$ cat config.mk
export PLATFORM = sky130hd
export DESIGN_NAME = wb_slave_memory_flat
export DESIGN_NICKNAME = d
export VERILOG_FILES = /design/src/rtl/wb_slave_memory_if.sv /design/src/rtl/wb_slave_memory.sv /design/src/flat_wrapper.sv
export SDC_FILE = /design/constraint.sdc
export NUM_CORES = 2
export LEC_CHECK = 0
export ABC_AREA = 1
export BUFFER_PORTS_ARGS = -buffer_cell sky130_fd_sc_hd__clkbuf_2
export CORE_MARGIN = 1.5
export CORE_UTILIZATION = 43
export DETAILED_ROUTE_END_ITERATION = 8
export SKIP_CTS_REPAIR_TIMING = 1
export SKIP_LAST_GASP = 1
export SYNTH_ARGS = -nofsm -noshare
export SYNTH_HDL_FRONTEND = slang
export SYNTH_SLANG_ARGS = --single-unit
$ cat constraint.sdc
create_clock -name clk -period 5.7 [get_ports clk]
set_input_delay 0.57 -clock clk [delete_from_list [all_inputs] [get_ports clk]]
set_output_delay 0.57 -clock clk [all_outputs]
set_load 0.005 [all_outputs]
$ cat src/rtl/wb_slave_memory_if.sv
`default_nettype none
// +----------------------------------------------------------------------+
// | wb_slave_memory_if : Wishbone B4 bus bundle for wb_slave_memory      |
// | rev 1.0                                                              |
// +----------------------------------------------------------------------+
interface wb_slave_memory_if #(
  parameter int ADR_WIDTH = 16,
  parameter int DAT_WIDTH = 16
);
  logic                   cyc;
  logic                   stb;
  logic                   we;
  logic [ADR_WIDTH-1:0]   adr;
  logic [DAT_WIDTH/8-1:0] sel;
  logic [DAT_WIDTH-1:0]   dat_m;
  logic [DAT_WIDTH-1:0]   dat_s;
  logic                   ack;
  logic                   err;
  logic                   stall;

  modport master (
    output cyc, stb, we, adr, sel, dat_m,
    input  dat_s, ack, err, stall
  );

  modport slave (
    input  cyc, stb, we, adr, sel, dat_m,
    output dat_s, ack, err, stall
  );
endinterface
`default_nettype wire

$ cat src/rtl/wb_slave_memory.sv
`default_nettype none
// +----------------------------------------------------------------------+
// | wb_slave_memory : Wishbone B4 memory slave, classic or pipelined     |
// | rev 1.0                                                              |
// +----------------------------------------------------------------------+
module wb_slave_memory #(
  parameter int ADR_WIDTH  = 16,
  parameter int DAT_WIDTH  = 16,
  parameter int DEPTH      = 256,
  parameter int WAITCYCLES = 0,
  parameter int PIPELINED  = 0,
  parameter int QDEPTH     = 4
) (
  input  logic               clk,
  input  logic               rst_n,
  wb_slave_memory_if.slave   bus
);

  localparam int         IDX_W     = $clog2(DEPTH);
  localparam int         SEL_W     = DAT_WIDTH / 8;
  localparam int         CNT_W     = $clog2(QDEPTH) + 1;
  localparam bit         PIPE      = (PIPELINED != 0);
  localparam bit         WAIT_ZERO = (WAITCYCLES == 0);
  localparam logic [3:0] WAIT_INIT = 4'(WAITCYCLES);

  typedef enum logic [1:0] {
    S_IDLE = 2'd0,
    S_WAIT = 2'd1,
    S_TERM = 2'd2
  } state_t;

  state_t               state, state_n;
  logic [3:0]           cnt, cnt_n;
  logic                 term;
  logic [CNT_W-1:0]     count;

  logic                 req_valid;
  logic                 req_we;
  logic [ADR_WIDTH-1:0] req_adr;
  logic [SEL_W-1:0]     req_sel;
  logic [DAT_WIDTH-1:0] req_dat;

  logic [DAT_WIDTH-1:0] mem [DEPTH];
  logic [IDX_W-1:0]     idx;
  logic                 out_of_range;

  logic                 ack_r, err_r;
  logic [DAT_WIDTH-1:0] dat_s_r;

  assign idx          = req_adr[IDX_W-1:0];
  assign out_of_range = (req_adr >> IDX_W) != '0;

  // The service engine always works on "the current request": the live bus
  // in classic mode, the queue head in pipelined mode.
  generate
    if (PIPE) begin : g_queue
      localparam int PTR_W = $clog2(QDEPTH);
      localparam int ENT_W = 1 + ADR_WIDTH + SEL_W + DAT_WIDTH;

      logic [ENT_W-1:0] q [QDEPTH];
      logic [PTR_W-1:0] wr_ptr, rd_ptr;
      logic             full;
      logic             push;

      assign full = (count == CNT_W'(QDEPTH));
      assign push = bus.cyc & bus.stb & ~full;
      assign req_valid = (count != '0);
      assign {req_we, req_adr, req_sel, req_dat} = q[rd_ptr];

      always_ff @(posedge clk) begin
        if (push) begin
          q[wr_ptr] <= {bus.we, bus.adr, bus.sel, bus.dat_m};
        end
      end

      always_ff @(posedge clk or negedge rst_n) begin
        if (!rst_n) begin
          wr_ptr <= '0;
          rd_ptr <= '0;
          count  <= '0;
        end else if (!bus.cyc) begin
          wr_ptr <= '0;
          rd_ptr <= '0;
          count  <= '0;
        end else begin
          if (push) wr_ptr <= wr_ptr + 1'b1;
          if (term) rd_ptr <= rd_ptr + 1'b1;
          case ({push, term})
            2'b10:   count <= count + 1'b1;
            2'b01:   count <= count - 1'b1;
            default: count <= count;
          endcase
        end
      end
    end else begin : g_direct
      assign count     = '0;
      assign req_valid = bus.cyc & bus.stb;
      assign req_we    = bus.we;
      assign req_adr   = bus.adr;
      assign req_sel   = bus.sel;
      assign req_dat   = bus.dat_m;
    end
  endgenerate

  always_comb begin
    state_n = state;
    cnt_n   = cnt;
    term    = 1'b0;
    case (state)
      S_IDLE: begin
        if (req_valid) begin
          if (WAIT_ZERO) begin
            term = 1'b1;
            if (PIPE) state_n = S_IDLE;
            else      state_n = S_TERM;
          end else begin
            cnt_n   = WAIT_INIT;
            state_n = S_WAIT;
          end
        end
      end
      S_WAIT: begin
        if (cnt <= 4'd1) begin
          term  = 1'b1;
          cnt_n = '0;
          if (PIPE) state_n = S_IDLE;
          else      state_n = S_TERM;
        end else begin
          cnt_n = cnt - 4'd1;
        end
      end
      // Classic ack cycle: a strobe still high here is the same transfer.
      S_TERM:  state_n = S_IDLE;
      default: state_n = S_IDLE;
    endcase
    if (!bus.cyc) begin
      state_n = S_IDLE;
      cnt_n   = '0;
      term    = 1'b0;
    end
  end

  always_ff @(posedge clk or negedge rst_n) begin
    if (!rst_n) begin
      state   <= S_IDLE;
      cnt     <= '0;
      ack_r   <= 1'b0;
      err_r   <= 1'b0;
      dat_s_r <= '0;
    end else begin
      state <= state_n;
      cnt   <= cnt_n;
      ack_r <= term & ~out_of_range;
      err_r <= term & out_of_range;
      if (term && !out_of_range && !req_we) begin
        dat_s_r <= mem[idx];
      end
    end
  end

  always_ff @(posedge clk) begin
    if (term && !out_of_range && req_we) begin
      for (int b = 0; b < SEL_W; b++) begin
        if (req_sel[b]) mem[idx][8*b +: 8] <= req_dat[8*b +: 8];
      end
    end
  end

  assign bus.ack   = ack_r;
  assign bus.err   = err_r;
  assign bus.dat_s = dat_s_r;
  assign bus.stall = PIPE && (count == CNT_W'(QDEPTH));

endmodule
`default_nettype wire

$ cat src/flat_wrapper.sv
// flat-port wrapper written by rule: the top's interface ports become plain ports
module wb_slave_memory_flat 
#(
  parameter int ADR_WIDTH  = 16,
  parameter int DAT_WIDTH  = 16,
  parameter int DEPTH      = 256,
  parameter int WAITCYCLES = 0,
  parameter int PIPELINED  = 0,
  parameter int QDEPTH     = 4
)
  (clk, rst_n, bus_cyc, bus_stb, bus_we, bus_adr, bus_sel, bus_dat_m, bus_dat_s, bus_ack, bus_err, bus_stall);
  wb_slave_memory_if #(.ADR_WIDTH(ADR_WIDTH), .DAT_WIDTH(DAT_WIDTH)) bus_i ();
  input  logic clk;
  input  logic rst_n;
  input wire logic [$bits(bus_i.cyc)-1:0] bus_cyc;
  input wire logic [$bits(bus_i.stb)-1:0] bus_stb;
  input wire logic [$bits(bus_i.we)-1:0] bus_we;
  input wire logic [$bits(bus_i.adr)-1:0] bus_adr;
  input wire logic [$bits(bus_i.sel)-1:0] bus_sel;
  input wire logic [$bits(bus_i.dat_m)-1:0] bus_dat_m;
  output wire logic [$bits(bus_i.dat_s)-1:0] bus_dat_s;
  output wire logic [$bits(bus_i.ack)-1:0] bus_ack;
  output wire logic [$bits(bus_i.err)-1:0] bus_err;
  output wire logic [$bits(bus_i.stall)-1:0] bus_stall;
  assign bus_i.cyc = bus_cyc;
  assign bus_i.stb = bus_stb;
  assign bus_i.we = bus_we;
  assign bus_i.adr = bus_adr;
  assign bus_i.sel = bus_sel;
  assign bus_i.dat_m = bus_dat_m;
  assign bus_dat_s = bus_i.dat_s;
  assign bus_ack = bus_i.ack;
  assign bus_err = bus_i.err;
  assign bus_stall = bus_i.stall;
  wb_slave_memory #(.ADR_WIDTH(ADR_WIDTH), .DAT_WIDTH(DAT_WIDTH), .DEPTH(DEPTH), .WAITCYCLES(WAITCYCLES), .PIPELINED(PIPELINED), .QDEPTH(QDEPTH)) u_core (.clk(clk), .rst_n(rst_n), .bus(bus_i));
endmodule
==> flow_metrics.tcl <==
set metrics [dict create \
    status "completed" \
    syn-num-nets 14761 \
    hold_viol_final 0 \
    dieArea_mm2 0.391 \
    path_clk_slew_ns 0.06 \
    clkLatencyLatePin_ns 0.99 \
    worst_slew_pin_slew_ns 1.33 \
    max_stage_delay_ns 1.12 \
    clock-sinks 4115 \
    seqCellArea_mm2 0.123 \
    hold_class "input pin to flip-flop" \
    via_count 110102 \
    synth_seq_cells 4115 \
    grt_overflow 0 \
    arrival_ns 4.86 \
    min_period_ns 4.28 \
    gp_congestion 0.859 \
    start_kind "flip-flop" \
    ant_nets 0 \
    synth_edf_count 4096 \
    post_dp_cell_area_mm2 0.175 \
    routed_wl_um 491000 \
    grtUsageTotal_pct 24.7 \
    synth_area_leader_cell "edfxtp_1" \
    critical_path_buf_inv_count 3 \
    path_cells "nor2_1 -> nand2_1 -> dlygate4sd3_1 -> inv_1 -> nand2_1 -> nor2_1 -> nand2_4 -> buf_12 -> nor3_1" \
    ios 58 \
    grt_max_degree 151 \
    area_delta_synth_final_pct 13.6 \
    drive_gt1_share_pct 8.72 \
    fin_tns_setup_ns 0 \
    critical-path-top-delay-family "simple AND/OR/NAND/NOR gates" \
    p_leak_nw 70.2 \
    cp-end-kind "flip-flop" \
    start_util_pct 43.2 \
    die_x_um 625 \
    synthTopCellsByCount "7463 x nand2_1, 4096 x edfxtp_1, 612 x nor2_1" \
    drv_cap 0 \
    setup_viol 0 \
    fmax_mhz 234 \
    drtPass1Iterations 6 \
    drtIter0Drc 12982 \
    portBuffers 56 \
    antenna_found_initial 18 \
    slew_viol_final 0 \
    yosysWarnings 0 \
    yosysTopAreaCellShare_pct 73.9 \
    synth_cells 14722 \
    synth-async-reset-ratio_pct 0.462 \
    fillers 33848 \
    p_per_area_mw_per_mm2 340 \
    drc 0 \
    rows 228 \
    yosysMostFrequentCell "nand2_1" \
    period_share_pct 75.1 \
    stdcell_area_mm2 0.189 \
    avgRoutedWirePerCell_um 24.0 \
    h-tree-depth 5 \
    maxSlewHeadroom_pct 10.4 \
    avgSynthCellArea_um2 11.3 \
    synthFlopType "edfxtp_1" \
    grt_pass1_vias 104849 \
    synth_cell_types 24 \
    numCtsBuffers 425 \
    place_hpwl_um 279000 \
    hold_ws_ns 0.0101 \
    yosys-top-cells-area "edfxtp_1 74%, nand2_1 17%, nor3_1 1.5%, nor2_1 1.4%, nand4_1 1.1%" \
    vias_per_cell 5.37 \
    ir_drop_uv 252 \
    ys_seq_area_share_pct 74.2 \
    fin_skew_ns 0.0487 \
    clockRootBuffer "clkbuf_16" \
    tritoncts "built" \
    path_max_fanout 125 \
    clk_path_buf_depth 4 \
    die_y_um 625 \
    crit_type "flip-flop to flip-flop" \
    cp_slowest_cell "nor3_1" \
    grt_first_pass_wirelength_um 715000 \
    crit_required_ns 6.28 \
    coreArea_mm2 0.385 \
    synth_area_mm2 0.166 \
    multi_input_area_mm2 0.0391 \
    rsz0062_at_grt "no" \
    nets 15009 \
]
-- layout make-up --
| cell class | instances | share of cell area, % |
|---|---|---|
| clock inverters | 249 | 1.25 |
| clock buffers | 532 | 5.94 |
| inverters | 49 | 0.118 |
| well taps | 5175 | 3.43 |
| multi-input cells | 9702 | 20.7 |
| diodes | 6 | 0.00795 |
| flip-flops and latches | 4115 | 65.3 |
| repair buffers | 677 | 3.19 |
-- per-layer routing --
metal,part of all wire [%],vias up,global-route usage [%],routed length (um)
met1,42,54103,34.3,204000
met2,47,4776,39.8,230000
met4,3.4,8,8.10,16700
li1,-,50427,-,-
met5,0.0090,-,0,44
met3,8.3,788,3.93,41000
-- sequential cells by signal (all words and copies together) (netlist names) --
signal / count
u_core.bus.ack: 1
u_core.mem: 4096
u_core.state: 1
u_core.bus.err: 1
u_core.bus.dat_s: 16
-- power by group --
| part | switching, mW | internal, mW | leakage [nW] |
|---|---|---|---|
| Clock | 11.7 | 15.8 | 6.67 |
| Combinational | 2.76 | 0.748 | 26.5 |
| Sequential | 0.00713 | 33.3 | 37.1 |
| Total | 14.5 | 49.8 | 70.2 |
-- cell usage in the layout, fill, tap and decap left out, types with 9 or more instances in the layout --
cell type   Yosys  final
nand2_1      7463   7438
edfxtp_1     4096   4096
nor2_1        612    606
buf_4          22    543
nor3_1        512    505
clkbuf_16       0    432
nand4_1       296    296
o21ai_1       267    267
a21oi_1       256    256
nand3_1       238    238
clkbuf_1      399     97
clkinv_1        5     93
clkinv_2        0     87
buf_12          0     72
bufinv_16       0     42
clkbuf_2        0     39
inv_1          37     37
o21ai_0        21     21
nand2_4         0     20
dfrtp_1        19     19
buf_8           0     18
or2_2          16     16
a22oi_1        14     14
nor2_4          3     10
clkinvlp_4      0      9
inv_6           0      9
-- final timing paths --
path                       depth (start not counted)  slack (ns)                start                   to
min in group asynchronous                          2        0.32                rst_n  u_core.bus.dat_s[9]
min reg2reg                                        3        0.69  u_core.bus.dat_s[5]  u_core.bus.dat_s[5]
max                                                9        1.42      u_core.state[1]   u_core.mem[235][7]
max in group asynchronous                          2        4.65                rst_n  u_core.bus.dat_s[4]
max reg2reg                                        9        1.42      u_core.state[1]   u_core.mem[235][7]
min                                                1        0.01        bus_dat_m[11]   u_core.mem[36][11]
-- per-stage QoR --
step,instances,setup WS [ns],util (%),power [mW]
2_1_floorplan,14722,2.94,-,35.6
3_3_place_gp,19712,1.25,45.5,37.4
3_5_place_dp,19712,1.30,45.5,37.4
4_1_cts,20493,2.04,49.0,64.6
5_1_grt,20501,1.31,49.0,65.9
6_report,20505,1.42,49.0,64.3
-- cells by family after synthesis --
| kind of cell | after synthesis | synth area share, % |
|---|---|---|
| simple gates | 9143 | 21.7 |
| flops | 4115 | 74.2 |
| buf+inv | 905 | 2.38 |
| compound gates | 558 | 1.70 |
| other cells | 1 | 0.00225 |
-- worst register-to-register path, cell delays in order, from the launching register on --
cell and delay (ns):
dfrtp_1 0.36, nor2_1 0.10, nand2_1 0.05, dlygate4sd3_1 0.57, inv_1 0.08, nand2_1 0.32, nor2_1 0.53, nand2_4 0.24
buf_12 0.31, nor3_1 1.32
Power figures use the tool's default switching activity.
